--- src/rtl/sram22_bist_pkg.sv ---
// rtl/sram22_bist_pkg.sv - March C- element and op definitions for the SRAM22 BIST engine
//
// Purpose: shared types and per-element constant tables for the March C- sequence.
// Tables are indexed by march element (bit n describes element Mn); bits 6..7 are unused.
// Ports: none (package).

package sram22_bist_pkg;

  typedef enum logic [2:0] {
    M0 = 3'd0,
    M1 = 3'd1,
    M2 = 3'd2,
    M3 = 3'd3,
    M4 = 3'd4,
    M5 = 3'd5
  } march_elem_e;

  typedef enum logic {
    OP_R = 1'b0,
    OP_W = 1'b1
  } march_op_e;

  // Address direction: 1 = descending (RAM_DEPTH-1 .. 0)
  localparam logic [7:0] ELEM_DOWN   = 8'b0011_1000;
  // Element contains a read op / a write op
  localparam logic [7:0] ELEM_HAS_RD = 8'b0011_1110;
  localparam logic [7:0] ELEM_HAS_WR = 8'b0001_1111;
  // Data polarity of the read / write op: 1 = ~pattern
  localparam logic [7:0] ELEM_RD_INV = 8'b0001_0100;
  localparam logic [7:0] ELEM_WR_INV = 8'b0000_1010;

  // Read-then-write elements spend two cycles per address
  function automatic logic elem_two_phase(input march_elem_e e);
    return ELEM_HAS_RD[e] && ELEM_HAS_WR[e];
  endfunction

  // Op issued by element e; phase selects the write half of a two-phase element
  function automatic march_op_e elem_op(input march_elem_e e, input logic phase);
    if (elem_two_phase(e)) begin
      return phase ? OP_W : OP_R;
    end
    return ELEM_HAS_WR[e] ? OP_W : OP_R;
  endfunction

  function automatic logic elem_inv(input march_elem_e e, input march_op_e op);
    return (op == OP_W) ? ELEM_WR_INV[e] : ELEM_RD_INV[e];
  endfunction

endpackage

--- src/rtl/sram22_bist_addr_gen.sv ---
// rtl/sram22_bist_addr_gen.sv - up/down address counter for the SRAM22 March BIST
//
// Purpose: holds the current march address. load_i presets it to 0 (up) or
// all-ones (down); step_i moves it one word in the direction given by down_i.
// Ports:
//   clk_i, rst_i     clock, async active-high reset
//   load_i           preset the counter (has priority over step_i)
//   load_down_i      preset value select: 1 = RAM_DEPTH-1, 0 = 0
//   step_i           advance by one address
//   down_i           direction of step and of the end-address check
//   addr_o           current address
//   is_last_o        current address is the end address for direction down_i

module sram22_bist_addr_gen #(
  parameter int ADDR_WIDTH = 10
) (
  input  logic                  clk_i,
  input  logic                  rst_i,
  input  logic                  load_i,
  input  logic                  load_down_i,
  input  logic                  step_i,
  input  logic                  down_i,
  output logic [ADDR_WIDTH-1:0] addr_o,
  output logic                  is_last_o
);

  logic [ADDR_WIDTH-1:0] addr_q, addr_d;

  always_comb begin
    addr_d = addr_q;
    if (load_i) begin
      addr_d = load_down_i ? '1 : '0;
    end else if (step_i) begin
      addr_d = down_i ? (addr_q - ADDR_WIDTH'(1)) : (addr_q + ADDR_WIDTH'(1));
    end
  end

  always_ff @(posedge clk_i or posedge rst_i) begin
    if (rst_i) begin
      addr_q <= '0;
    end else begin
      addr_q <= addr_d;
    end
  end

  assign addr_o    = addr_q;
  assign is_last_o = down_i ? (addr_q == '0) : (addr_q == '1);

endmodule

--- src/rtl/sram22_march_bist.sv ---
// rtl/sram22_march_bist.sv - March C- BIST engine driving one single-port SRAM22 macro
//
// Purpose: runs March C- (M0..M5) over the full SRAM, compares read data against
// the expected background and reports the first failure plus a saturating error count.
// Ports:
//   clk, rst                 clock (shared with the SRAM), async active-high reset
//   start, abort, pattern    control; pattern is the "0" background, latched on start
//   busy, done               status (busy in RUN/DRAIN, done level in DONE)
//   fail, fail_*             sticky first-miscompare record
//   err_count                saturating miscompare count
//   sram_we/wmask/addr/din   registered SRAM request
//   sram_dout                SRAM read data, valid the cycle after a read is presented

module sram22_march_bist
  import sram22_bist_pkg::*;
#(
  parameter int DATA_WIDTH   = 64,
  parameter int ADDR_WIDTH   = 10,
  parameter int WMASK_WIDTH  = 2,
  parameter int ERRCNT_WIDTH = 16
) (
  input  logic                    clk,
  input  logic                    rst,
  input  logic                    start,
  input  logic                    abort,
  input  logic [DATA_WIDTH-1:0]   pattern,
  output logic                    busy,
  output logic                    done,
  output logic                    fail,
  output logic [ADDR_WIDTH-1:0]   fail_addr,
  output logic [2:0]              fail_element,
  output logic [DATA_WIDTH-1:0]   fail_expected,
  output logic [DATA_WIDTH-1:0]   fail_data,
  output logic [ERRCNT_WIDTH-1:0] err_count,
  output logic                    sram_we,
  output logic [WMASK_WIDTH-1:0]  sram_wmask,
  output logic [ADDR_WIDTH-1:0]   sram_addr,
  output logic [DATA_WIDTH-1:0]   sram_din,
  input  logic [DATA_WIDTH-1:0]   sram_dout
);

  localparam logic [1:0] S_IDLE  = 2'd0;
  localparam logic [1:0] S_RUN   = 2'd1;
  localparam logic [1:0] S_DRAIN = 2'd2;
  localparam logic [1:0] S_DONE  = 2'd3;

  logic [1:0]              state_q, state_d;
  logic [DATA_WIDTH-1:0]   pat_q, pat_d;
  march_elem_e             elem_q, elem_d;
  logic                    phase_q, phase_d;
  logic                    gen_done_q, gen_done_d;

  // Request stage: what the SRAM sees this cycle
  logic                    sram_we_q, sram_we_d;
  logic [WMASK_WIDTH-1:0]  sram_wmask_q, sram_wmask_d;
  logic [ADDR_WIDTH-1:0]   sram_addr_q, sram_addr_d;
  logic [DATA_WIDTH-1:0]   sram_din_q, sram_din_d;
  logic                    op_rd_q, op_rd_d;
  march_elem_e             op_elem_q, op_elem_d;
  logic [DATA_WIDTH-1:0]   op_exp_q, op_exp_d;

  // Compare stage: aligned with sram_dout
  logic                    cmp_valid_q, cmp_valid_d;
  logic [ADDR_WIDTH-1:0]   cmp_addr_q, cmp_addr_d;
  march_elem_e             cmp_elem_q, cmp_elem_d;
  logic [DATA_WIDTH-1:0]   cmp_exp_q, cmp_exp_d;

  logic                    done_q, done_d;
  logic                    fail_q, fail_d;
  logic [ADDR_WIDTH-1:0]   fail_addr_q, fail_addr_d;
  logic [2:0]              fail_elem_q, fail_elem_d;
  logic [DATA_WIDTH-1:0]   fail_exp_q, fail_exp_d;
  logic [DATA_WIDTH-1:0]   fail_data_q, fail_data_d;
  logic [ERRCNT_WIDTH-1:0] err_q, err_d;

  logic                    running, start_ok, emit, addr_adv, miscmp;
  march_op_e               cur_op;
  logic [DATA_WIDTH-1:0]   cur_word;
  march_elem_e             next_elem;
  logic                    ag_load, ag_load_down, ag_step, ag_last;
  logic [ADDR_WIDTH-1:0]   ag_addr;

  assign running   = (state_q == S_RUN) || (state_q == S_DRAIN);
  // abort beats start, and start is ignored while busy
  assign start_ok  = start && !abort && ((state_q == S_IDLE) || (state_q == S_DONE));
  assign emit      = (state_q == S_RUN) && !gen_done_q && !abort;
  assign cur_op    = elem_op(elem_q, phase_q);
  assign cur_word  = elem_inv(elem_q, cur_op) ? ~pat_q : pat_q;
  // Address moves after the last op at that address (write half of r,w elements)
  assign addr_adv  = emit && !(elem_two_phase(elem_q) && !phase_q);
  assign next_elem = (elem_q == M5) ? M5 : march_elem_e'(elem_q + 3'd1);

  assign ag_load      = start_ok || (addr_adv && ag_last && (elem_q != M5));
  assign ag_load_down = start_ok ? 1'b0 : ELEM_DOWN[next_elem];
  assign ag_step      = addr_adv && !ag_last;

  assign miscmp = cmp_valid_q && running && !abort && (sram_dout != cmp_exp_q);

  sram22_bist_addr_gen #(
    .ADDR_WIDTH(ADDR_WIDTH)
  ) u_addr_gen (
    .clk_i       (clk),
    .rst_i       (rst),
    .load_i      (ag_load),
    .load_down_i (ag_load_down),
    .step_i      (ag_step),
    .down_i      (ELEM_DOWN[elem_q]),
    .addr_o      (ag_addr),
    .is_last_o   (ag_last)
  );

  always_comb begin
    state_d      = state_q;
    pat_d        = pat_q;
    elem_d       = elem_q;
    phase_d      = phase_q;
    gen_done_d   = gen_done_q;
    done_d       = done_q;
    fail_d       = fail_q;
    fail_addr_d  = fail_addr_q;
    fail_elem_d  = fail_elem_q;
    fail_exp_d   = fail_exp_q;
    fail_data_d  = fail_data_q;
    err_d        = err_q;
    // Request stage idles at all-zero between ops
    sram_we_d    = 1'b0;
    sram_wmask_d = '0;
    sram_addr_d  = '0;
    sram_din_d   = '0;
    op_rd_d      = 1'b0;
    op_elem_d    = M0;
    op_exp_d     = '0;
    cmp_valid_d  = op_rd_q && !abort;
    cmp_addr_d   = sram_addr_q;
    cmp_elem_d   = op_elem_q;
    cmp_exp_d    = op_exp_q;

    case (state_q)
      S_IDLE, S_DONE: begin
        if (start_ok) begin
          state_d     = S_RUN;
          pat_d       = pattern;
          elem_d      = M0;
          phase_d     = 1'b0;
          gen_done_d  = 1'b0;
          done_d      = 1'b0;
          fail_d      = 1'b0;
          fail_addr_d = '0;
          fail_elem_d = '0;
          fail_exp_d  = '0;
          fail_data_d = '0;
          err_d       = '0;
        end
      end
      S_RUN: begin
        if (abort) begin
          state_d = S_IDLE;
        end else if (gen_done_q) begin
          state_d = S_DRAIN;
        end
      end
      default: begin
        // DRAIN: one cycle for the final M5 compare
        state_d = S_IDLE;
        if (!abort) begin
          state_d = S_DONE;
          done_d  = 1'b1;
        end
      end
    endcase

    if (emit) begin
      sram_we_d    = (cur_op == OP_W);
      sram_wmask_d = '1;
      sram_addr_d  = ag_addr;
      sram_din_d   = (cur_op == OP_W) ? cur_word : '0;
      op_rd_d      = (cur_op == OP_R);
      op_elem_d    = elem_q;
      op_exp_d     = cur_word;
      if (elem_two_phase(elem_q) && !phase_q) begin
        phase_d = 1'b1;
      end else begin
        phase_d = 1'b0;
        if (ag_last) begin
          if (elem_q == M5) begin
            gen_done_d = 1'b1;
          end else begin
            elem_d = next_elem;
          end
        end
      end
    end

    if (miscmp) begin
      if (err_q != '1) begin
        err_d = err_q + ERRCNT_WIDTH'(1);
      end
      if (!fail_q) begin
        fail_d      = 1'b1;
        fail_addr_d = cmp_addr_q;
        fail_elem_d = cmp_elem_q;
        fail_exp_d  = cmp_exp_q;
        fail_data_d = sram_dout;
      end
    end
  end

  always_ff @(posedge clk or posedge rst) begin
    if (rst) begin
      state_q      <= S_IDLE;
      pat_q        <= '0;
      elem_q       <= M0;
      phase_q      <= 1'b0;
      gen_done_q   <= 1'b0;
      sram_we_q    <= 1'b0;
      sram_wmask_q <= '0;
      sram_addr_q  <= '0;
      sram_din_q   <= '0;
      op_rd_q      <= 1'b0;
      op_elem_q    <= M0;
      op_exp_q     <= '0;
      cmp_valid_q  <= 1'b0;
      cmp_addr_q   <= '0;
      cmp_elem_q   <= M0;
      cmp_exp_q    <= '0;
      done_q       <= 1'b0;
      fail_q       <= 1'b0;
      fail_addr_q  <= '0;
      fail_elem_q  <= '0;
      fail_exp_q   <= '0;
      fail_data_q  <= '0;
      err_q        <= '0;
    end else begin
      state_q      <= state_d;
      pat_q        <= pat_d;
      elem_q       <= elem_d;
      phase_q      <= phase_d;
      gen_done_q   <= gen_done_d;
      sram_we_q    <= sram_we_d;
      sram_wmask_q <= sram_wmask_d;
      sram_addr_q  <= sram_addr_d;
      sram_din_q   <= sram_din_d;
      op_rd_q      <= op_rd_d;
      op_elem_q    <= op_elem_d;
      op_exp_q     <= op_exp_d;
      cmp_valid_q  <= cmp_valid_d;
      cmp_addr_q   <= cmp_addr_d;
      cmp_elem_q   <= cmp_elem_d;
      cmp_exp_q    <= cmp_exp_d;
      done_q       <= done_d;
      fail_q       <= fail_d;
      fail_addr_q  <= fail_addr_d;
      fail_elem_q  <= fail_elem_d;
      fail_exp_q   <= fail_exp_d;
      fail_data_q  <= fail_data_d;
      err_q        <= err_d;
    end
  end

  assign busy          = running;
  assign done          = done_q;
  assign fail          = fail_q;
  assign fail_addr     = fail_addr_q;
  assign fail_element  = fail_elem_q;
  assign fail_expected = fail_exp_q;
  assign fail_data     = fail_data_q;
  assign err_count     = err_q;
  assign sram_we       = sram_we_q;
  assign sram_wmask    = sram_wmask_q;
  assign sram_addr     = sram_addr_q;
  assign sram_din      = sram_din_q;

endmodule

--- config.mk ---
export PLATFORM = sky130hd
export DESIGN_NAME = sram22_march_bist
export DESIGN_NICKNAME = d
export VERILOG_FILES = /design/src/rtl/sram22_bist_pkg.sv /design/src/rtl/sram22_bist_addr_gen.sv /design/src/rtl/sram22_march_bist.sv
export SDC_FILE = /design/constraint.sdc
export NUM_CORES = 1
export LEC_CHECK = 0
export CORE_MARGIN = 3
export CORE_UTILIZATION = 60
export CTS_CLUSTER_DIAMETER = 80
export DETAILED_ROUTE_END_ITERATION = 12
export DONT_BUFFER_PORTS = 1
export GPL_TIMING_DRIVEN = 1
export PLACE_DENSITY_LB_ADDON = 0.25
export REMOVE_ABC_BUFFERS = 1
export SYNTH_ARGS = -nofsm -noshare
export SYNTH_HDL_FRONTEND = slang
export SYNTH_HIERARCHICAL = 1
export SYNTH_SLANG_ARGS = --single-unit
--- constraint.sdc ---
create_clock -name clk -period 19.5 [get_ports clk]
set_clock_uncertainty 0.15 [all_clocks]
set_input_delay 1.95 -clock clk [delete_from_list [all_inputs] [get_ports clk]]
set_output_delay 1.95 -clock clk [all_outputs]
set_load 0.01 [all_outputs]
# After elaboration in Yosys (flattened, before gate mapping)

Memory sizes are Yosys's and may differ from the RTL's.
Index checks and enable logic that the tools add are counted.

Memories kept: 6
Memory bits (read-only): 48
Logic and storage cells: 157
Input bits: 132
Bits in registers: 463

Memories:

| memory           | depth | bits a word | rd ports | clocked after Yosys merged registers in | wr ports | RTL line                 | source |
|---|---|---|---|---|---|---|---|
| (name not given) | 8     | 1           | 1        | 0                                       | 0        | sram22_bist_pkg.sv:34    | `return ELEM_HAS_RD[e] && ELEM_HAS_WR[e];` |
| (name not given) | 8     | 1           | 1        | 0                                       | 0        | sram22_bist_pkg.sv:34    |  |
| (name not given) | 8     | 1           | 1        | 0                                       | 0        | sram22_march_bist.sv:107 | `.down_i (ELEM_DOWN[elem_q]),` |
| (name not given) | 8     | 1           | 1        | 0                                       | 0        | sram22_march_bist.sv:94  | `assign ag_load_down = start_ok ? 1'b0 : ELEM_DOWN[next_elem];` |
| (name not given) | 8     | 1           | 1        | 0                                       | 0        | sram22_bist_pkg.sv:46    | `return (op == OP_W) ? ELEM_WR_INV[e] : ELEM_RD_INV[e];` |
| (name not given) | 8     | 1           | 1        | 0                                       | 0        | sram22_bist_pkg.sv:46    |  |

Multiplexer cells: 75
Reductions and logical operators: 32
Bitwise operators: 3
$add $sub $neg: 4
$lt $le $gt $ge: 2
Equality and inequality tests: 11

Operator list:

| kind                                                                  | number |
|---|---|
| 64-bit two-way mux                                                    | 12 |
| 10-bit two-way mux                                                    | 9 |
| 16-bit two-way mux                                                    | 4 |
| 64-bit inequality test                                                | 1 |
| 64-bit NOT                                                            | 1 |
| 3-bit two-way mux                                                     | 12 |
| 1-bit two-way mux                                                     | 31 |
| 16-bit by 1-bit adder with 16-bit output (second input constant)      | 1 |
| 16-bit inequality test (second input constant)                        | 1 |
| 1-bit logical AND                                                     | 14 |
| 10-bit by 1-bit adder with 10-bit output (second input constant)      | 1 |
| 10-bit equality test (second input constant)                          | 1 |
| 10-bit logical NOT                                                    | 1 |
| 2-bit two-way mux                                                     | 5 |
| 10-bit by 1-bit subtractor with 10-bit output (second input constant) | 1 |
| 3-bit by 4-bit < comparator with 1-bit output (second input constant) | 2 |
| 3-bit inequality test (second input constant)                         | 2 |
| 2-bit AND reduction                                                   | 3 |
| 2-bit nonzero test                                                    | 3 |
| 1-bit logical NOT                                                     | 5 |
| 2-bit equality test (second input constant)                           | 2 |
| 2-bit case mux with 2 select lines                                    | 1 |
| 3-bit by 1-bit adder with 3-bit output (second input constant)        | 1 |
| 3-bit equality test (second input constant)                           | 1 |
| other kinds (9)                                                       | 12 |

# Longest topological paths before layout

Depth in word-level cells: 10
Depth in mapped cells: 14

# Modules after synthesis

The synthesis kept the hierarchy.

Modules (own cells, without submodules):

| module               | cells an instance | area each (µm²) | instances |
|---|---|---|---|
| sram22_march_bist    | 1606              | 17740.8         | 1 |
| sram22_bist_addr_gen | 103               | 887.1           | 1 |

# Worst setup path after synthesis

No wires, ideal clock.

Kind: input-to-reg
Start: input port abort
End: register u_addr_gen.addr_q[9], in the netlist u_addr_gen/addr_o[9]
Data required time: 19.224 ns
Buffers on the path: 4
Arrival: 3.818 ns
Path slack: 15.406 ns
Stages: 10
Cells stage by stage: nand2b_1 -> or2_2 -> clkbuf_1 -> clkbuf_1 -> buf_1 -> o21ai_0 -> clkbuf_1 -> or4bb_1 -> a21oi_1 -> nor4bb_1

Cells in the longest elaborated chain, start to end: 7
Elaborated cells between the ends (all ways): 13
Those cells by class: 3 x mux; 10 x reduce/logical

RTL lines:

| element                                                         | RTL line                   | source |
|---|---|---|
| start, declared                                                 | sram22_march_bist.sv:25    | `input logic abort,` |
| 1-bit logical NOT (*)                                           | n/a                        |  |
| 1-bit logical AND                                               | sram22_march_bist.sv:86    | `assign emit = (state_q == S_RUN) && !gen_done_q && !abort;` |
| 1-bit logical AND                                               | sram22_march_bist.sv:90    | `assign addr_adv = emit && !(elem_two_phase(elem_q) && !phase_q);` |
| 1-bit logical AND (2 in a row)                                  | sram22_march_bist.sv:93    | `assign ag_load = start_ok \|\| (addr_adv && ag_last && (elem_q != M5));` |
| 1-bit logical OR (*)                                            | sram22_march_bist.sv:93    |  |
| named net ag_load                                               | sram22_march_bist.sv:80    | `logic ag_load, ag_load_down, ag_step, ag_last;` |
| 10-bit two-way mux / 2-bit nonzero test (equally long branches) | n/a                        |  |
| end signal, assigned                                            | sram22_bist_addr_gen.sv:42 | `addr_q <= addr_d;` |
| end, declared                                                   | sram22_bist_addr_gen.sv:27 | `logic [ADDR_WIDTH-1:0] addr_q, addr_d;` |

Mark *: on every way through the listed nets, which the timed path passes. The rest lies on a longest branch.
A chain may end at the register's enable or synchronous reset.

# Worst setup path after layout

Start: input port sram_dout[22]
End: register fail_data_q[10], in the netlist fail_data[10]

Cells in the longest elaborated chain, start to end: 3

RTL lines:

| element                   | RTL line                 | source |
|---|---|---|
| start, declared           | sram22_march_bist.sv:39  | `input logic [DATA_WIDTH-1:0] sram_dout` |
| 64-bit inequality test    | sram22_march_bist.sv:97  | `assign miscmp = cmp_valid_q && running && !abort && (sram_dout != cmp_exp_q);` |
| 1-bit logical AND         | sram22_march_bist.sv:97  |  |
| 64-bit two-way mux        | sram22_march_bist.sv:194 | `if (miscmp) begin` |
| named net fail_data_d[10] | sram22_march_bist.sv:73  | `logic [DATA_WIDTH-1:0] fail_data_q, fail_data_d;` |
| end signal, assigned      | sram22_march_bist.sv:255 | `fail_data_q <= fail_data_d;` |
| end, declared             | sram22_march_bist.sv:73  |  |

The timed path passes the listed nets, and every way through them passes these cells.

==> impl_metrics.json <==
{
  "status": "complete, no violations",
  "relSlewSlack": 0.2396,
  "num-fill-cells": 2269,
  "swShare": 0.2935,
  "finalWirelength_mm": 42.45,
  "cp_common_cell": "buf_4",
  "antenna_found_initial": 2,
  "critPathMaxFanout": 64,
  "cts_setup_buffers": 0,
  "internal_power_mw": 1.740,
  "dp_hpwl_mm": 27.92,
  "hold_path.class": "reg2reg",
  "first_pass_iters": 5,
  "synth_ff_type": "dfrtp_1",
  "die_w_um": 182.2,
  "path_class": "in2reg",
  "grt_setup_unrepaired": "no",
  "cts.sinks": 462,
  "combPwrFrac": 0.160,
  "grt_pass1_vias": 12170,
  "grt_use_total": 0.2546,
  "place_congestion": 0.8600,
  "grt_max_degree": 187,
  "cap_violations": 0,
  "hold_buffers": 0,
  "min_path_cells": 0,
  "ys_types": 53,
  "drive_gt1_frac": 0.05371,
  "power_switching_mw": 0.7228,
  "peakVddDrop_v": 0.00008684,
  "critical-path-slowest-cell": "nor4_1",
  "fmax_mhz": 224.2,
  "ys_warn_count": 6,
  "ys_seq_area_frac": 0.6206,
  "die_area_mm2": 0.03320,
  "syn_avg_cell_area_um2": 10.90,
  "utilization": 0.6740,
  "io_buffers": 0,
  "drc": 0,
  "cts-buffers-inserted": 46,
  "p_leak_nw": 9.525,
  "min_period_over_period": 0.2288,
  "yosys.area.top_type": "dfrtp_1",
  "ant_nets": 0,
  "required_ns": 19.79,
  "coreArea_mm2": 0.03011,
  "ys_seq_elements": 462,
  "cts_root_buf": "clkbuf_16",
  "r2r_end": "fail_data[10]",
  "grt-ovfl-total": 0,
  "tightestPinTransition_ns": 1.141,
  "core.rowCount": 63,
  "num_io_pins": 369,
  "synth_top_area_share": 0.6206,
  "r2r_slack_ns": 16.07,
  "fin_setup_tns_ns": 0,
  "worstRegToRegCells": 8,
  "cp-end-kind": "flip-flop",
  "start_util": 0.6186,
  "syn_area_mm2": 0.01863,
  "synth_cells": 1709,
  "r2r_start": "cmp_exp_q[22]",
  "finalNetCount": 1825,
  "holdWs_ns": 0.1934,
  "period_minus_slack_ns": 4.461,
  "areaGrowthSynthToFinish_pct": 8.953,
  "routedWlPerCell_um": 20.17,
  "final_hold_viol_count": 0,
  "p_seq_frac": 0.499,
  "slowest_delay_ns": 0.67,
  "crit_path_start_kind": "primary input",
  "setup_violations": 0,
  "clk_latency_ns": 0.53,
  "cp.arrival_ns": 4.75,
  "power_frac_clock": 0.342,
  "critPathLaunch": "sram_dout[22]",
  "drtIter0Drc": 888,
  "p_total_mw": 2.463,
  "cts.path.max_buffers": 3,
  "cts-htree-levels": 2,
  "post_cts_resized": 0,
  "min_from": "cmp_exp_d[45]",
  "clkTransAtPathRegs_ns": 0.06,
  "synthArstFlopShare": 1.000,
  "die_y_um": 182.2,
  "crit_chain": "xnor2_1 > nand4_1 > nor4_1 > and4_1 > nor3_2 > buf_4 > buf_4 > mux2i_1",
  "cts_tree": "built",
  "vias": 11690,
  "synth_area_leaders": "dfrtp_1 (62%), mux2i_1 (7.7%), nand2_1 (7.4%)",
  "vias_per_cell": 5.555,
  "grt_pass1_wl_mm": 67.05,
  "worst_hold_path.endpoint": "cmp_exp_q[45]",
  "finalMaxSlewViolations": 0,
  "synth-edff-count": 0,
  "p_per_area_mw_per_mm2": 121.4
}
-- final cells by class --
| type | instances | area [µm²] | share of cell area |
|---|---|---|---|
| antenna | 2 | 5.005 | 0.0002466 |
| clock buffer | 67 | 1300 | 0.06405 |
| clock inverter | 13 | 135.1 | 0.006658 |
| inverter | 151 | 574.3 | 0.02830 |
| multi-input combinational | 1004 | 6100 | 0.3005 |
| sequential | 462 | 11560 | 0.5696 |
| tap | 390 | 488.0 | 0.02404 |
| timing repair buffer | 16 | 132.6 | 0.006535 |
-- registers in the layout, summed over array words and instances, names as in the netlist, 2 cells and up --
name / flops
cmp_addr_q: 10
cmp_exp_q: 64
cmp_exp_d: 64
u_addr_gen/addr_o: 10
fail_expected: 64
err_count: 16
pat_q: 64
cmp_elem_d: 3
fail_data: 64
fail_addr: 10
sram_addr: 10
cmp_elem_q: 3
fail_element: 3
sram_din: 64
elem_q: 3
state_q: 2
-- cell usage in the layout, fill, tap and decap left out, types with 10 or more instances in the layout --
cell       count
dfrtp_1      462
nand2_1      365
inv_1        149
mux2i_1      144
nor2_1        85
nor3_1        71
xnor2_1       68
xor2_1        68
clkbuf_16     46
o21ai_0       25
and2_1        23
nand4_1       21
a21oi_1       18
nand3_1       17
buf_4         15
clkbuf_1      14
ha_1          11
o211ai_1      10
-- power groups by stage --
stage | clock (mW) | sequential, mW | combinational, mW
global placement | 0 | 1.24 | 0.377
global route | 0.898 | 1.25 | 0.450
finish | 0.841 | 1.23 | 0.394
floorplan | 0 | 1.21 | 0.305
CTS | 0.856 | 1.23 | 0.399
detailed placement | 0 | 1.25 | 0.394
-- worst max-delay path: cells and delay by family --
| kind | cells | cell delay [ns] |
|---|---|---|
| XOR/XNOR | 1 | 0.16 |
| AND/OR/NAND/NOR | 4 | 1.47 |
| multiplexers | 1 | 0.35 |
| buffers and inverters | 2 | 0.73 |
-- per-stage QoR --
step                      area [µm²]  std cells  setup WS [ns]
after floorplan                18180       1617          2.033
after CTS                      20290       2103          15.04
final                          20300       2105          15.04
after global routing           20300       2105          14.91
after global placement         18860       2023          14.52
after detailed placement       18860       2023          14.50
-- logic make-up (layout without fill, tap and decap cells) --
family                     count (synthesis)  count (layout)  share of synthesized area
and+or+nand+nor                          624             624                     0.1448
DFF                                      462             462                     0.6206
buffers and inverters                    243             247                    0.05427
muxes                                    145             145                    0.07798
xor gates and xnor gates                 136             136                    0.06394
AOI/OAI and AO/OA                         87              87                    0.02989
adders and majority gates                 12              12                   0.008463
other                                      0               2                          0
-- cell usage after synthesis, types with 2 or more instances --
| cell | instances |
|---|---|
| xor2_1 | 68 |
| nor2_1 | 86 |
| xnor2_1 | 68 |
| a21o_1 | 3 |
| and2_1 | 23 |
| a21oi_1 | 18 |
| o21ai_0 | 26 |
| mux2i_1 | 144 |
| o21a_1 | 6 |
| buf_1 | 2 |
| o31ai_1 | 7 |
| clkbuf_1 | 65 |
| inv_1 | 150 |
| nor2b_1 | 8 |
| buf_2 | 13 |
| nand2b_1 | 5 |
| buf_4 | 2 |
| o21bai_1 | 3 |
| buf_6 | 10 |
| or2_2 | 2 |
| o2111ai_1 | 2 |
| and4_1 | 3 |
| nand3_1 | 17 |
| nor4bb_1 | 2 |
| and3_1 | 6 |
| nor3_1 | 72 |
| a31oi_1 | 3 |
| o211ai_1 | 10 |
| ha_1 | 11 |
| nand4_1 | 21 |
| dfrtp_1 | 462 |
| nand2_1 | 365 |
| nor4_1 | 6 |
-- per-layer routing --
layer,vias up,GRT usage,routed length (µm)
met5,-,0,0
met4,0,0.08379,1466
met3,90,0.06159,3135
met2,399,0.4439,21550
met1,5820,0.3140,16300
li1,5385,-,-
-- worst max-delay path by stage --
stage,to,slack [ns],cells after the start
5_1_grt,fail_data[10],14.91,8
4_1_cts,fail_data[10],15.04,8
6_report,fail_data[10],15.04,8
2_1_floorplan,fail_addr[0],2.03,6
3_5_place_dp,fail_expected[59],14.50,8
3_3_place_gp,fail_data[30],14.52,8
Power figures use the tool's default switching activity.
